$ cat src/rtl/trigger_unit_pkg.sv
// Shared types and constants for the logic-analyzer trigger unit.
package la_trig_pkg;

  typedef enum logic [1:0] {
    IDLE  = 2'd0,
    ARMED = 2'd1,
    POST  = 2'd2,
    DONE  = 2'd3
  } trig_state_t;

  localparam logic TRIG_MODE_AND = 1'b0;
  localparam logic TRIG_MODE_OR  = 1'b1;

endpackage

$ cat src/rtl/trigger_unit_if.sv
// Trigger-unit bus: trigger sources, configuration, control strobes and status.
interface trigger_unit_if #(
  parameter int NUM_CH = 5,
  parameter int CNT_W  = 16,
  parameter int QUAL_W = 8
);
  logic [NUM_CH-1:0] ch_trig;
  logic              prot_trig;
  logic [NUM_CH-1:0] ch_en;
  logic              prot_en;
  logic              mode;
  logic [QUAL_W-1:0] qual_len;
  logic [CNT_W-1:0]  post_cnt;
  logic              arm;
  logic              disarm;
  logic              smpl_en;
  logic              armed;
  logic              triggered;
  logic              trig_pulse;
  logic              capture_done;

  modport master (
    output ch_trig, prot_trig, ch_en, prot_en, mode, qual_len, post_cnt,
    output arm, disarm, smpl_en,
    input  armed, triggered, trig_pulse, capture_done
  );

  modport slave (
    input  ch_trig, prot_trig, ch_en, prot_en, mode, qual_len, post_cnt,
    input  arm, disarm, smpl_en,
    output armed, triggered, trig_pulse, capture_done
  );
endinterface

$ cat src/rtl/trigger_unit_qualifier.sv
// Mask/mode combine of trigger sources plus consecutive-true-cycle qualifier.
// qual_hit is combinational: it is high in the cycle that completes the run.
module trig_qualifier
  import la_trig_pkg::*;
#(
  parameter int NUM_CH = 5,
  parameter int QUAL_W = 8
) (
  input  logic              clk,
  input  logic              rst_n,
  input  logic              clr,
  input  logic [NUM_CH-1:0] ch_trig,
  input  logic              prot_trig,
  input  logic [NUM_CH-1:0] ch_en,
  input  logic              prot_en,
  input  logic              mode,
  input  logic [QUAL_W-1:0] qual_len,
  output logic              qual_hit
);

  logic [NUM_CH:0]   src_en;
  logic [NUM_CH:0]   src_val;
  logic              cond;
  logic [QUAL_W-1:0] q_eff;
  logic [QUAL_W:0]   run_len;
  logic [QUAL_W-1:0] qcnt_q, qcnt_d;

  // Combine enabled sources; with nothing enabled the condition is never true.
  always_comb begin
    src_en  = {prot_en, ch_en};
    src_val = {prot_trig & prot_en, ch_trig & ch_en};
    cond    = 1'b0;
    case (mode)
      TRIG_MODE_AND: cond = (|src_en) & (&(src_val | ~src_en));
      TRIG_MODE_OR:  cond = |src_val;
    endcase
  end

  // Run length including the current cycle vs. effective length max(qual_len,1).
  always_comb begin
    q_eff    = (qual_len == '0) ? QUAL_W'(1) : qual_len;
    run_len  = {1'b0, qcnt_q} + (QUAL_W+1)'(1);
    qual_hit = ~clr & cond & (run_len >= {1'b0, q_eff});
    qcnt_d   = '0;
    if (!clr && cond)
      qcnt_d = (qcnt_q == '1) ? qcnt_q : qcnt_q + QUAL_W'(1);
  end

  // Saturating consecutive-cycle counter.
  always_ff @(posedge clk or negedge rst_n) begin
    if (!rst_n) qcnt_q <= '0;
    else        qcnt_q <= qcnt_d;
  end

endmodule

$ cat src/rtl/trigger_unit.sv
// Trigger and capture sequencer: arm, qualify, count post-trigger samples, done.
module trigger_unit
  import la_trig_pkg::*;
#(
  parameter int NUM_CH = 5,
  parameter int CNT_W  = 16,
  parameter int QUAL_W = 8
) (
  input logic           clk,
  input logic           rst_n,
  trigger_unit_if.slave bus
);

  // Config shadow, captured when arm is accepted.
  logic [NUM_CH-1:0] cfg_ch_en_q, cfg_ch_en_d;
  logic              cfg_prot_en_q, cfg_prot_en_d;
  logic              cfg_mode_q, cfg_mode_d;
  logic [QUAL_W-1:0] cfg_qual_q, cfg_qual_d;
  logic [CNT_W-1:0]  cfg_post_q, cfg_post_d;

  trig_state_t       state_q, state_d;
  logic [CNT_W-1:0]  pcnt_q, pcnt_d;
  logic              armed_q, armed_d;
  logic              triggered_q, triggered_d;
  logic              trig_pulse_q, trig_pulse_d;
  logic              done_q, done_d;

  logic              arm_ok;
  logic              qual_hit;

  trig_qualifier #(
    .NUM_CH (NUM_CH),
    .QUAL_W (QUAL_W)
  ) u_qual (
    .clk       (clk),
    .rst_n     (rst_n),
    .clr       (state_q != ARMED),
    .ch_trig   (bus.ch_trig),
    .prot_trig (bus.prot_trig),
    .ch_en     (cfg_ch_en_q),
    .prot_en   (cfg_prot_en_q),
    .mode      (cfg_mode_q),
    .qual_len  (cfg_qual_q),
    .qual_hit  (qual_hit)
  );

  // Arm is only honoured from IDLE or DONE, and never alongside disarm.
  always_comb begin
    arm_ok        = bus.arm & ~bus.disarm & ((state_q == IDLE) | (state_q == DONE));
    cfg_ch_en_d   = arm_ok ? bus.ch_en    : cfg_ch_en_q;
    cfg_prot_en_d = arm_ok ? bus.prot_en  : cfg_prot_en_q;
    cfg_mode_d    = arm_ok ? bus.mode     : cfg_mode_q;
    cfg_qual_d    = arm_ok ? bus.qual_len : cfg_qual_q;
    cfg_post_d    = arm_ok ? bus.post_cnt : cfg_post_q;
  end

  // Config shadow registers.
  always_ff @(posedge clk or negedge rst_n) begin
    if (!rst_n) begin
      cfg_ch_en_q   <= '0;
      cfg_prot_en_q <= 1'b0;
      cfg_mode_q    <= 1'b0;
      cfg_qual_q    <= '0;
      cfg_post_q    <= '0;
    end else begin
      cfg_ch_en_q   <= cfg_ch_en_d;
      cfg_prot_en_q <= cfg_prot_en_d;
      cfg_mode_q    <= cfg_mode_d;
      cfg_qual_q    <= cfg_qual_d;
      cfg_post_q    <= cfg_post_d;
    end
  end

  // Next state, post-trigger down-counter and registered outputs.
  always_comb begin
    state_d = state_q;
    pcnt_d  = pcnt_q;
    case (state_q)
      IDLE:  if (arm_ok) state_d = ARMED;
      ARMED: if (qual_hit) begin
        state_d = POST;
        pcnt_d  = cfg_post_q;
      end
      POST: begin
        if (pcnt_q == '0) begin
          state_d = DONE;
        end else if (bus.smpl_en) begin
          pcnt_d = pcnt_q - CNT_W'(1);
          if (pcnt_q == CNT_W'(1)) state_d = DONE;
        end
      end
      DONE:  if (arm_ok) state_d = ARMED;
    endcase
    if (bus.disarm) begin
      state_d = IDLE;
      pcnt_d  = '0;
    end
    armed_d      = (state_d == ARMED);
    triggered_d  = (state_d == POST) | (state_d == DONE);
    trig_pulse_d = (state_q == ARMED) & (state_d == POST);
    done_d       = (state_d == DONE);
  end

  // FSM state and output registers.
  always_ff @(posedge clk or negedge rst_n) begin
    if (!rst_n) begin
      state_q      <= IDLE;
      pcnt_q       <= '0;
      armed_q      <= 1'b0;
      triggered_q  <= 1'b0;
      trig_pulse_q <= 1'b0;
      done_q       <= 1'b0;
    end else begin
      state_q      <= state_d;
      pcnt_q       <= pcnt_d;
      armed_q      <= armed_d;
      triggered_q  <= triggered_d;
      trig_pulse_q <= trig_pulse_d;
      done_q       <= done_d;
    end
  end

  assign bus.armed        = armed_q;
  assign bus.triggered    = triggered_q;
  assign bus.trig_pulse   = trig_pulse_q;
  assign bus.capture_done = done_q;

endmodule

$ cat src/flat_wrapper.sv
// flat-port wrapper written by rule: the top's interface ports become plain ports
module trigger_unit_flat import la_trig_pkg::*;
#(
  parameter int NUM_CH = 5,
  parameter int CNT_W  = 16,
  parameter int QUAL_W = 8
)
  (clk, rst_n, bus_ch_trig, bus_prot_trig, bus_ch_en, bus_prot_en, bus_mode, bus_qual_len, bus_post_cnt, bus_arm, bus_disarm, bus_smpl_en, bus_armed, bus_triggered, bus_trig_pulse, bus_capture_done);
  trigger_unit_if #(.NUM_CH(NUM_CH), .CNT_W(CNT_W), .QUAL_W(QUAL_W)) bus_i ();
  input logic clk;
  input logic rst_n;
  input wire logic [$bits(bus_i.ch_trig)-1:0] bus_ch_trig;
  input wire logic [$bits(bus_i.prot_trig)-1:0] bus_prot_trig;
  input wire logic [$bits(bus_i.ch_en)-1:0] bus_ch_en;
  input wire logic [$bits(bus_i.prot_en)-1:0] bus_prot_en;
  input wire logic [$bits(bus_i.mode)-1:0] bus_mode;
  input wire logic [$bits(bus_i.qual_len)-1:0] bus_qual_len;
  input wire logic [$bits(bus_i.post_cnt)-1:0] bus_post_cnt;
  input wire logic [$bits(bus_i.arm)-1:0] bus_arm;
  input wire logic [$bits(bus_i.disarm)-1:0] bus_disarm;
  input wire logic [$bits(bus_i.smpl_en)-1:0] bus_smpl_en;
  output wire logic [$bits(bus_i.armed)-1:0] bus_armed;
  output wire logic [$bits(bus_i.triggered)-1:0] bus_triggered;
  output wire logic [$bits(bus_i.trig_pulse)-1:0] bus_trig_pulse;
  output wire logic [$bits(bus_i.capture_done)-1:0] bus_capture_done;
  assign bus_i.ch_trig = bus_ch_trig;
  assign bus_i.prot_trig = bus_prot_trig;
  assign bus_i.ch_en = bus_ch_en;
  assign bus_i.prot_en = bus_prot_en;
  assign bus_i.mode = bus_mode;
  assign bus_i.qual_len = bus_qual_len;
  assign bus_i.post_cnt = bus_post_cnt;
  assign bus_i.arm = bus_arm;
  assign bus_i.disarm = bus_disarm;
  assign bus_i.smpl_en = bus_smpl_en;
  assign bus_armed = bus_i.armed;
  assign bus_triggered = bus_i.triggered;
  assign bus_trig_pulse = bus_i.trig_pulse;
  assign bus_capture_done = bus_i.capture_done;
  trigger_unit #(.NUM_CH(NUM_CH), .CNT_W(CNT_W), .QUAL_W(QUAL_W)) u_core (.clk(clk), .rst_n(rst_n), .bus(bus_i));
endmodule
$ cat config.mk
export PLATFORM = sky130hd
export DESIGN_NAME = trigger_unit_flat
export DESIGN_NICKNAME = d
export VERILOG_FILES = /design/src/rtl/trigger_unit_pkg.sv /design/src/rtl/trigger_unit_if.sv /design/src/rtl/trigger_unit_qualifier.sv /design/src/rtl/trigger_unit.sv /design/src/flat_wrapper.sv
export SDC_FILE = /design/constraint.sdc
export NUM_CORES = 1
export LEC_CHECK = 0
export ABC_CLOCK_PERIOD_IN_PS = 4400
export CORE_MARGIN = 2
export CORE_UTILIZATION = 34
export DETAILED_ROUTE_END_ITERATION = 8
export HOLD_SLACK_MARGIN = 0.03
export SLEW_MARGIN = 20
export SYNTH_ARGS = -nofsm -noshare
export SYNTH_HDL_FRONTEND = slang
export SYNTH_HIERARCHICAL = 1
export SYNTH_SLANG_ARGS = --single-unit
$ cat constraint.sdc
create_clock -name clk -period 4.4 [get_ports clk]
set_input_delay 0.88 -clock clk [delete_from_list [all_inputs] [get_ports clk]]
set_output_delay 0.88 -clock clk [all_outputs]
set_load 0.1 [all_outputs]
# ---- Word level (Yosys, flattened, before mapping)
# Cells that the tools add are included.
dict set report word_totals {
  latchBits 0
  wordCells 71
  ff_bits 61
  n_memories 0
  out_inout_bits 4
  rom_bits 0
  ram_bits 0
}
dict set report classes {
  shift 0
  multipliers 0
  mux 16
  reduce_logical 11
  n_addsub 3
  bitwise_logic 15
  n_eq_ne 13
  n_div 0
  n_lt_le_gt_ge 1
}
# cell count
set op_table {}
lappend op_table {{16-bit two-way mux} 4}
lappend op_table {{16-bit case mux with 2 select lines} 1}
lappend op_table {{8-bit two-way mux} 3}
lappend op_table {{16-bit by 1-bit == test with 1-bit output (second input constant)} 1}
lappend op_table {{16-bit zero test} 1}
lappend op_table {{16-bit by 1-bit subtractor with 16-bit output (second input constant)} 1}
lappend op_table {{2-bit two-way mux} 6}
lappend op_table {{6-bit OR reduction} 2}
lappend op_table {{8-bit by 1-bit adder with 9-bit output (second input constant)} 1}
lappend op_table {{9-bit by 8-bit >= comparator with 1-bit output} 1}
lappend op_table {{8-bit by 1-bit adder with 8-bit output (second input constant)} 1}
lappend op_table {{2-bit == test (second input constant)} 4}
lappend op_table {{8-bit == test (second input constant)} 1}
lappend op_table {{8-bit zero test} 1}
lappend op_table {{1-bit bitwise AND} 7}
lappend op_table {{3-bit inequality test (second input constant)} 2}
lappend op_table {{6-bit inverter} 1}
lappend op_table {{6-bit OR} 1}
lappend op_table {{2-bit case mux with 3 select lines} 1}
lappend op_table {{6-bit AND reduction} 1}
lappend op_table {{5-bit bitwise AND} 1}
lappend op_table {{2-bit by 1-bit == test with 1-bit output (second input constant)} 2}
lappend op_table {{4-bit AND reduction} 1}
lappend op_table {{3-bit by 2-bit inequality test with 1-bit output (second input constant)} 1}
lappend op_table {{other kinds (10)} 13}

# ---- Longest topological paths before layout
# Gate-level depths: netlist of run 1.
dict set report logic_depth {
  depth_word 12
  depth_mapped 14
}

# ---- By module
# Netlist of run 1, hierarchy kept.
# module seq_area_each_um2 area_each_um2 instances cells_per_inst
set by_module_without_submodules {}
lappend by_module_without_submodules {trigger_unit 1326.3 2763.9 1 244}
lappend by_module_without_submodules {trig_qualifier 200.2 817.0 1 91}

# ---- Worst setup path after synthesis of run 1
# No wires, ideal clock.
dict set report synth_path {
  path_kind {register to register}
  from {register u_core.u_qual.qcnt_q[0]}
  to {register u_core.pcnt_q[11]}
  setup_slack_ps 1484
  path_stages_with_launch 14
  setup_time_ps 104
  t_required_ps 4296
  path_buffers 0
  arrival_ps 2813
  cell_sequence {dfrtp_1 ha_1 nand3_4 nor2_1 xor2_1 ha_1 o21ai_0 nor2_1 nand4_1 a311oi_1 mux2_2 o21ai_1 or4_1 o311ai_1}
}
dict set report synth_via {
  elab_chain_len 5
}
# element line
set synth_lines {}
lappend synth_lines {{start, declared} trigger_unit_qualifier.sv:26} ;# logic [QUAL_W-1:0] qcnt_q, qcnt_d;
lappend synth_lines {{start signal, assigned} trigger_unit_qualifier.sv:52} ;# else qcnt_q <= qcnt_d;
lappend synth_lines {{8-bit by 1-bit adder with 9-bit output} trigger_unit_qualifier.sv:42} ;# run_len = {1'b0, qcnt_q} + (QUAL_W+1)'(1);
lappend synth_lines {{9-bit by 8-bit >= comparator with 1-bit output} trigger_unit_qualifier.sv:43} ;# qual_hit = ~clr & cond & (run_len >= {1'b0, q_eff});
lappend synth_lines {{1-bit bitwise AND} trigger_unit_qualifier.sv:43}
lappend synth_lines {{named net u_core.qual_hit} trigger_unit.sv:29} ;# logic qual_hit;
lappend synth_lines {{3-bit by 2-bit inequality test with 1-bit output (no line)} -}
lappend synth_lines {{4-bit AND reduction (no line)} -}
lappend synth_lines {{end signal, assigned} trigger_unit.sv:115} ;# pcnt_q <= pcnt_d;
lappend synth_lines {{end, declared} trigger_unit.sv:22} ;# logic [CNT_W-1:0] pcnt_q, pcnt_d;
# The timed path passes the listed nets, and every way through them passes these cells.
# A chain may end at the register's enable or synchronous reset.

# ---- Final worst setup path of run 1
dict set report layout_path {
  from {register u_core.u_qual.qcnt_q[0]}
  to {register u_core.pcnt_q[3]}
}
# Same word-level chain as after synthesis.

==> results of run 1 <==
==> cell type report <==
| type | instances | area [um2] |
|---|---|---|
| Clock buffer | 10 | 137.6 |
| Tap cell | 136 | 170.2 |
| Inverter | 17 | 63.81 |
| Fill cell | 1020 | 5887 |
| Multi-Input combinational cell | 244 | 1931 |
| Clock inverter | 6 | 86.33 |
| Sequential cell | 61 | 1526 |
| Timing Repair Buffer | 49 | 475.5 |
==> metal layers <==
metal  up-vias  track usage [%]
li1       1384                -
met1      1385            22.83
met2        96            23.20
met3         7            3.526
met4         0            5.380
met5         -                0
==> how the worst max path moves through the flow <==
stage / from / end / slack (ps)
after floorplan: u_core/u_qual/qcnt_q[0] / u_core/pcnt_q[11] / 1480
after global placement: bus_ch_trig[1] / u_core/pcnt_q[8] / 820
after detailed placement: bus_ch_trig[1] / u_core/pcnt_q[12] / 720
after CTS: u_core/u_qual/qcnt_q[0] / u_core/pcnt_q[12] / 980
after global routing: u_core/u_qual/qcnt_q[0] / u_core/pcnt_q[6] / 680
final: u_core/u_qual/qcnt_q[0] / u_core/pcnt_q[3] / 980
==> state kept, by name, indices dropped and copies added, names as in the netlist <==
name	cells
u_core/cfg_ch_en_q	5
u_core/state_q	2
u_core/bus.triggered	1
u_core/cfg_post_q	16
u_core/cfg_prot_en_q	1
u_core/cfg_mode_q	1
u_core/bus.trig_pulse	1
u_core/u_qual/qcnt_q	8
u_core/cfg_qual_q	8
u_core/bus.capture_done	1
u_core/bus.armed	1
u_core/pcnt_q	16
==> kinds of logic (layout without fill, tap and decap cells) <==
kind of cell	after synthesis	after routing
and+or+nand+nor	109	109
AOI/OAI and AO/OA	76	76
DFF	61	61
adders and majority gates	14	14
muxes	38	38
buffers and inverters	30	82
xor gates and xnor gates	7	7
==> cell usage in the layout (no fill, tap or decap), types with 3 or more instances in the layout <==
cell              n
mux2i_1           6
o31ai_1          11
nand3_1           3
xor2_1            5
a21oi_1          14
dfrtp_1          61
nand2b_1          5
nor4_1            4
o311ai_0          8
a211oi_1          3
nand4_1           5
nor2b_1          11
a41oi_1           5
buf_4             4
or3_1             3
inv_1            17
nand2_1          13
clkdlybuf4s50_1  44
o21ai_0           5
ha_1             14
clkbuf_8         10
nor3_1           18
or4_1             5
nor2_1           19
and3_1            5
nor4b_1           4
mux2_2           32
a31oi_1           6
==> worst reg2reg max path: stages (launching register included) <==
cell and delay, ps:
dfrtp_1 420, ha_1 260, nand3_4 120, nor2_1 190, xor2_1 180, ha_1 260
a22o_1 210, o31ai_1 250, a311oi_1 160, mux2_2 360, a21oi_1 540, o311ai_0 270
o31ai_1 120
==> through the flow <==
| step | cell area [um2] | utilization [%] | hold slack (ps) |
|---|---|---|---|
| after floorplan | 3581 | - | 471.2 |
| after global placement | 4167 | 40.54 | 482.5 |
| after detailed placement | 4167 | 40.54 | 488.6 |
| after CTS | 4390 | 42.72 | 504.0 |
| after global routing | 4390 | 42.72 | 524.2 |
| final | 4390 | 42.72 | 510.3 |
==> power breakdown <==
group	total, mW	internal [mW]	switching (mW)
clock network	0.569	0.333	0.236
registers	0.705	0.642	0.0625
logic	0.325	0.171	0.154
total	1.60	1.15	0.453
==> qor.txt, run 1 <==
Top Layer Used -> met4
r2r setup slk -> 980 ps
RSZ-0062 raised after global routing -> false
Clock Sink Count -> 61
CP max stage delay -> 540 ps
Non-Filler Instances -> 523
initial antenna violation count -> 0
clk buf depth -> 2
CP delay by family, top -> compound AO/OA/AOI/OAI gates
Root Buffer -> clkbuf_8
top cell type's share of synthesized area -> 42.63%
Initial Utilization -> 34.84%
most frequent cell after synthesis -> dfrtp_1
DR vias -> 2872
leakage power total -> 1.833 nW
ANT cells -> 0
maximum fanout along the worst path -> 7
status -> complete, no violations
chip width -> 106.6 um
DR pass1 iterations -> 4
CTS tree -> yes
Critical path buffers and inverters -> 0
final setup skew -> 12.48 ps
dominant cell type by area after synthesis -> dfrtp_1
vias in the first global route -> 2764
Arrival @ worst endpoint -> 3670 ps
Async SR Flop Fraction -> 100.0%
Antenna Nets Post-Route -> 0
CTS Buf Count -> 9
CTS resizes -> 0
vias per cell -> 5.491
post-synthesis compound-gate area fraction -> 16.84%
synth cell count leaders -> dfrtp_1 (61), mux2_2 (32), nor2_1 (19)
Area Growth Syn to Fin -> 22.61%
Die ar. -> 0.01137 mm2
GRT Overall Usage -> 15.76%
Mean Syn Cell Area -> 10.69 um2
post-DP HPWL -> 6141 um
area share of fa/ha/maj cells after synthesis -> 4.892%
Setup crit end kind -> flip-flop
Setup WS post-layout -> 982.1 ps
GPL Wtd Cong -> 0.8691
DRT iter0 DRCs -> 251
HP Class -> flip-flop to flip-flop
Hold Path End -> u_core/cfg_post_q[15]
largest family of logic cells by synthesized area -> simple AND/OR/NAND/NOR gates
die height -> 106.6 um
Final Slew Violations -> 0
Yosys warnings -> 6
Slew HR -> 35.21%
Placed Instances -> 507
core area -> 0.01028 mm2
Post-Synth Simple-Gate Area -> 18.73%
post-synthesis mux area share -> 11.74%
post-synthesis cell type count -> 61
H-tree levels -> 3
nets@finish -> 438
met2 WL -> 3778 um
startpoint of the worst hold path -> u_core/cfg_post_q[15]
Mapped Cells -> 335
Mapped Nets -> 391
R2R Path End -> u_core/pcnt_q[3]
Hold Vio Cnt, Final -> 0
hold path cells -> 1
Startpoint Class -> flip-flop
Least-Margin Pin Slew -> 968.8 ps
Ports -> 46
Final Setup Violations -> 0
WP data required -> 4650 ps
prevailing post-synth register cell -> dfrtp_1
Area contributors post-synth -> dfrtp_1 (43%), mux2_2 (10%), ha_1 (4.9%)
total power -> 1.599 mW
clk slew on worst S/H paths -> 80 ps
met3 wire length -> 554 um
Crit. path cell count -> 12
Seq/Total Area, Yosys -> 42.63%
share of cells above drive strength 1 -> 17.31%
maximum clock frequency -> 292.6 MHz
Worst-Skew Late Latency -> 350 ps
first-pass GRT wire length -> 14100 um
min Tclk post-route -> 3418 ps
Synth Area in XOR/XNOR -> 1.712%
Power Density -> 364.3 mW/mm2
Port Buffers -> 45
M1 wire length -> 4019 um
total of max-cap violations -> 0
Slowest-stage cell, CP -> a21oi_1
Setup TNS -> 0 ps
row cnt -> 37
largest net degree at the start of global routing -> 37
Seq cells post-synth -> 61
Netlist Area Pre-Place -> 0.003581 mm2
Post-CTS Hold Buffers -> 0
CP Cell Sequence -> ha_1 -> nand3_4 -> nor2_1 -> xor2_1 -> ha_1 -> a22o_1 -> o31ai_1 -> a311oi_1 -> mux2_2 -> a21oi_1 -> o311ai_0 -> o31ai_1
DRC viols -> 0
reg2reg start -> u_core/u_qual/qcnt_q[0]
Total Wirelength -> 8424 um
EDFF count, synth -> 0
Overflow after GRT -> 0
postcts setup bufs -> 0
Tcrit/Tclk final -> 77.68%
Setup CP Type -> flip-flop to flip-flop
Max VDD drop -> 0.0001882 V
Avg WL per Cell -> 16.11 um
Reg2Reg Depth -> 12
pre-CTS setup slack -> 719.6 ps
Power figures use the tool's default switching activity.
==> run 2: changes to the inputs <==
- ABC_CLOCK_PERIOD_IN_PS: 4400 -> 2800
- clock period: 4.4 -> 2.8 ns (I/O delays scaled with it)
==> qor.txt, run 2 (synthesis gave the netlist of run 1 again) <==
status -> finished with violations
failing checks -> negative setup slack
die height -> 106.6 um (unchanged)
Die ar. -> 0.01137 mm2 (unchanged)
leakage power total -> 2.108 nW (+15%)
Setup WS post-layout -> -167.8 ps (-1150 ps)
Total Wirelength -> 9829 um (+17%)
Power Density -> 478.5 mW/mm2 (+31%)
Max VDD drop -> 0.0002863 V (+52%)
switching power -> 0.7349 mW (+62%)
Avg WL per Cell -> 17.43 um (+8.2%)
largest net degree at the start of global routing -> 37 (unchanged)
Setup CP Type -> flip-flop to flip-flop
HP Class -> primary input to async pin
Final Setup Violations -> 17 (+17)
Setup crit end kind -> flip-flop
DR vias -> 3145 (+9.5%)
Worst-Skew Late Latency -> 340 ps (about the same)
RSZ-0062 raised after global routing -> true
Least-Margin Pin Slew -> 942.3 ps (-26.42 ps)
biggest regs -> u_core/cfg_post_q (16), u_core/pcnt_q (16)
chip width -> 106.6 um (unchanged)
post-DP HPWL -> 6647 um (+8.2%)
DRT iter0 DRCs -> 221 (-12%)
Slew HR -> 36.60% (+1.4 points)
Hold Vio Cnt, Final -> 0 (unchanged)
WP data required -> 3040 ps (-1610 ps)
clk buf depth -> 2 (unchanged)
combinational share of power -> 25.8% (+5.5 points)
vias in the first global route -> 3095 (+12%)
total of max-cap violations -> 0 (unchanged)
nets@finish -> 479 (+9.4%)
Hold Slack -> 233.4 ps (-276.9 ps)
Clk pwr share -> 28.0% (-7.6 points)
Tcrit/Tclk final -> 106.0% (+28 points)
Arrival @ worst endpoint -> 3210 ps (-460 ps)
DR pass1 iterations -> 4 (unchanged)
P_int -> 1.651 mW (+44%)
core area -> 0.01028 mm2 (unchanged)
Sequential Power Share -> 46.2% (+2.1 points)
Post-CTS Hold Buffers -> 0 (unchanged)
final setup skew -> 9.051 ps (-3.433 ps)
total power -> 2.386 mW (+49%)
first-pass GRT wire length -> 15840 um (+12%)
clk slew on worst S/H paths -> 70 ps (about the same)
Area Growth Syn to Fin -> 39.27%
share of cells above drive strength 1 -> 35.05% (+18 points)
min Tclk post-route -> 2968 ps (-450.1 ps)
Overflow after GRT -> 0 (unchanged)
vias per cell -> 5.576 (+1.5%)
Startpoint Class -> flip-flop
Antenna Nets Post-Route -> 0 (unchanged)
Final Slew Violations -> 0 (unchanged)
Clock Sink Count -> 61 (unchanged)
Ports -> 46 (unchanged)
CTS tree -> yes
CTS Buf Count -> 9 (unchanged)
initial antenna violation count -> 0 (unchanged)
most frequent cells in the layout -> dfrtp_1 (61), buf_4 (41), clkdlybuf4s50_1 (40)
maximum fanout along the worst path -> 7 (unchanged)
H-tree levels -> 3 (unchanged)
DRC viols -> 0 (unchanged)
maximum clock frequency -> 337.0 MHz (+15%)
Initial Utilization -> 34.84% (unchanged)
GPL Wtd Cong -> 0.9039 (+4.0%)
sw frac -> 30.80% (+2.5 points)
commonest non-fill, non-tap cell in the layout -> dfrtp_1
ANT cells -> 0 (unchanged)
Root Buffer -> clkbuf_8
row cnt -> 37 (unchanged)
Port Buffers -> 45 (unchanged)
GRT Overall Usage -> 17.74% (+2.0 points)
run 2: cell types whose count changed in the layout (fill, tap and decap cells not counted), moves of 3 or more:
cell,previous run,this run
buf_4,4,41
buf_6,0,4
clkdlybuf4s50_1,44,40
nor3_1,18,15
nor3_2,2,5
nor4b_1,4,1
o311ai_0,8,1
o311ai_2,1,5
o31ai_1,11,4
o31ai_2,0,6
run 2: final timing paths:
kind	to	slack, ps	cells past startpoint	startpoint
max	u_core/pcnt_q[11]	-170	13	u_core/u_qual/qcnt_q[0]
min	u_core/cfg_qual_q[1]	230	1	rst_n
max reg2reg	u_core/pcnt_q[11]	-170	13	u_core/u_qual/qcnt_q[0]
min reg2reg	u_core/cfg_post_q[14]	500	1	u_core/cfg_post_q[14]
max in group asynchronous	u_core/pcnt_q[8]	1940	2	rst_n
min in group clk	u_core/cfg_post_q[14]	500	1	u_core/cfg_post_q[14]
run 2: critical path: stages (launching register included):
cell	delay, ps
dfrtp_1	430
and3_4	240
nand3_2	110
xnor2_2	170
ha_1	300
nor3_2	40
nor2_1	140
buf_4	130
o31ai_2	50
a311oi_2	280
mux2_4	260
o21ai_4	90
or4_4	530
o311ai_2	80
run 2: routing by layer:
metal / share of wire (%) / GRT usage [%]
met2: 48 / 27.39
met4: 1.9 / 6.865
met5: 0 / 0
met1: 45 / 24.30
met3: 5.1 / 3.891
run 2: what timing repair did:
item / CTS / global route
gates resized for setup: 47 / 16
pin swaps: 16 / 11
cloned: 2 / 0
setup endpoints to repair: 16 / 21
setup buffers: 6 / 2
run 2: area by class of cell:
class                   count  area [um2]
repair buffers             89       825.8
inverters                  17       63.81
multi-input cells         245        2242
fillers                   944        5290
clock buffers              11       131.4
well taps                 136       170.2
clock inverters             5       27.53
flip-flops and latches     61        1526
run 2: power by group through the flow:
stage	Combinational (mW)	Clock (mW)	Sequential [mW]
finish	0.616	0.667	1.10
global route	0.678	0.735	1.12
CTS	0.607	0.689	1.10
detailed placement	0.577	0	1.12
global placement	0.570	0	1.11
floorplan	0.344	0	1.11
run 2: stage by stage:
step	instances	worst slack (ps)	TNS (ps)	cell area, um2	util (%)
6_report	564	-167.8	-1956	4987	48.53
5_1_grt	564	-305.7	-4789	4987	48.53
4_1_cts	562	-126.6	-1350	4887	47.55
3_5_place_dp	538	-365.8	-3641	4424	43.05
3_3_place_gp	538	-222.8	-2428	4424	43.05
2_1_floorplan	335	3.677	0	3591	-
==> run 3: changes to the inputs <==
- SETUP_SLACK_MARGIN: unset -> 0.4
==> qor.txt, run 3 (synthesis gave the netlist of run 1 again) <==
status -> finished with violations
failing checks -> negative setup slack
dpl cell area -> 0.004437 mm2 (+0.28%)
Setup crit end kind -> flip-flop
Die ar. -> 0.01137 mm2 (unchanged)
Tcrit/Tclk final -> 103.5% (-2.5 points)
DR vias -> 3132 (-0.41%)
Port Buffers -> 45 (unchanged)
GRT Overall Usage -> 17.37% (-0.36 points)
clk buf depth -> 2 (unchanged)
critical path endpoint -> u_core/pcnt_q[2]
CTS tree -> yes
critical path launch point -> u_core/u_qual/qcnt_q[0]
Clock Sink Count -> 61 (unchanged)
clk slew on worst S/H paths -> 70 ps (about the same)
largest net degree at the start of global routing -> 34 (-8.1%)
R2R Path End -> u_core/pcnt_q[2]
Worst-Skew Late Latency -> 340 ps (about the same)
RSZ-0062 raised after global routing -> true
Finished Cell Area -> 0.005001 mm2 (+0.28%)
die height -> 106.6 um (unchanged)
Final Slew Violations -> 0 (unchanged)
row cnt -> 37 (unchanged)
commonest non-fill, non-tap cell in the layout -> dfrtp_1
GPL Wtd Cong -> 0.9031 (about the same)
maximum fanout along the worst path -> 7 (unchanged)
Startpoint Class -> flip-flop
Core Util, Final -> 48.66% (+0.13 points)
chip width -> 106.6 um (unchanged)
Ports -> 46 (unchanged)
DRT iter0 DRCs -> 271 (+23%)
Hold Slack -> 243.4 ps (+10.06 ps)
Setup TNS -> -975.2 ps (+981.1 ps)
Initial Utilization -> 34.84% (unchanged)
Root Buffer -> clkbuf_8
Slew HR -> 51.64% (+15 points)
nets@finish -> 475 (-0.84%)
Arrival @ worst endpoint -> 3140 ps (-70 ps)
vias in the first global route -> 3135 (+1.3%)
Power Density -> 516.3 mW/mm2 (+7.9%)
core area -> 0.01028 mm2 (unchanged)
DR pass1 iterations -> 5 (+1)
Reg2Reg Depth -> 13 (unchanged)
Overflow after GRT -> 0 (unchanged)
HP Class -> primary input to async pin
vias per cell -> 5.593 (+0.30%)
pre-CTS setup slack -> -311.5 ps (+54.33 ps)
H-tree levels -> 3 (unchanged)
final setup skew -> 5.508 ps (-3.543 ps)
first-pass GRT wire length -> 15610 um (-1.4%)
share of cells above drive strength 1 -> 34.67% (-0.38 points)
CTS Buf Count -> 9 (unchanged)
post-DP HPWL -> 6640 um (-0.10%)
ANT cells -> 0 (unchanged)
initial antenna violation count -> 0 (unchanged)
Area Growth Syn to Fin -> 39.66%
Least-Margin Pin Slew -> 719.8 ps (-222.5 ps)
most frequent cells in the layout -> dfrtp_1 (61), clkdlybuf4s50_1 (40), buf_4 (37)
leakage power total -> 2.073 nW (-1.7%)
DRC viols -> 0 (unchanged)
Setup WS post-layout -> -98.81 ps (+68.99 ps)
Max VDD drop -> 0.0003385 V (+18%)
Antenna Nets Post-Route -> 0 (unchanged)
Hold Vio Cnt, Final -> 0 (unchanged)
Total Wirelength -> 9553 um (-2.8%)
total of max-cap violations -> 0 (unchanged)
WP data required -> 3050 ps (about the same)
biggest regs -> u_core/cfg_post_q (16), u_core/pcnt_q (16)
r2r setup slk -> -100 ps (+70 ps)
Avg WL per Cell -> 17.06 um (-2.1%)
min Tclk post-route -> 2899 ps (-68.99 ps)
Setup CP Type -> flip-flop to flip-flop
reg2reg start -> u_core/u_qual/qcnt_q[0]
maximum clock frequency -> 345.0 MHz (+2.4%)
Final Setup Violations -> 18 (+1)
[run 3: worst min-delay path by stage]
stage	start	slack (ps)	endpoint
CTS	rst_n	260	u_core/cfg_ch_en_q[0]
finish	rst_n	240	u_core/cfg_ch_en_q[0]
global placement	u_core/cfg_post_q[14]	490	u_core/cfg_post_q[14]
detailed placement	u_core/cfg_post_q[14]	490	u_core/cfg_post_q[14]
global route	rst_n	290	u_core/cfg_ch_en_q[0]
floorplan	rst_n	260	u_core/bus.armed
[run 3: layer usage]
layer,part of all wire (%),GRT usage (%),vias to the layer above
met4,1.3,7.050,0
met5,0,0,-
met3,4.5,2.918,12
li1,-,-,1455
met1,47,24.43,1561
met2,47,26.57,104
[run 3: critical path: stages (launching register included)]
cell	delay (ps)
dfrtp_1	420
ha_4	190
nand3_4	90
nor2_4	110
xor2_1	180
ha_2	310
a22o_1	240
o31ai_4	240
a311oi_2	140
mux2_4	340
a21oi_2	160
buf_6	150
o211ai_1	130
o31ai_1	110
[run 3: area by class of cell]
cell class | count | area (um2)
Sequential cell | 61 | 1526
Fill cell | 959 | 5276
Clock inverter | 5 | 75.07
Timing Repair Buffer | 85 | 788.3
Inverter | 17 | 63.81
Multi-Input combinational cell | 245 | 2246
Clock buffer | 11 | 131.4
Tap cell | 136 | 170.2
[run 3: metrics by stage]
stage,power [mW],instances
6_report,2.582,560
5_1_grt,2.723,560
4_1_cts,2.587,557
3_5_place_dp,1.698,534
3_3_place_gp,1.679,534
2_1_floorplan,1.458,335
[run 3: report_power, final]
group	internal (mW)	leakage (nW)	switching (mW)
Clock	0.497	0.107	0.347
Sequential	1.01	0.780	0.0915
Combinational	0.336	1.19	0.300
[run 3: timing repair]
item	in CTS	in global routing
cloned	1	0
resized for setup	32	26
pin swaps	17	9
setup endpoints to repair	22	22
buffers inserted	6	3
hold buffers	0	0
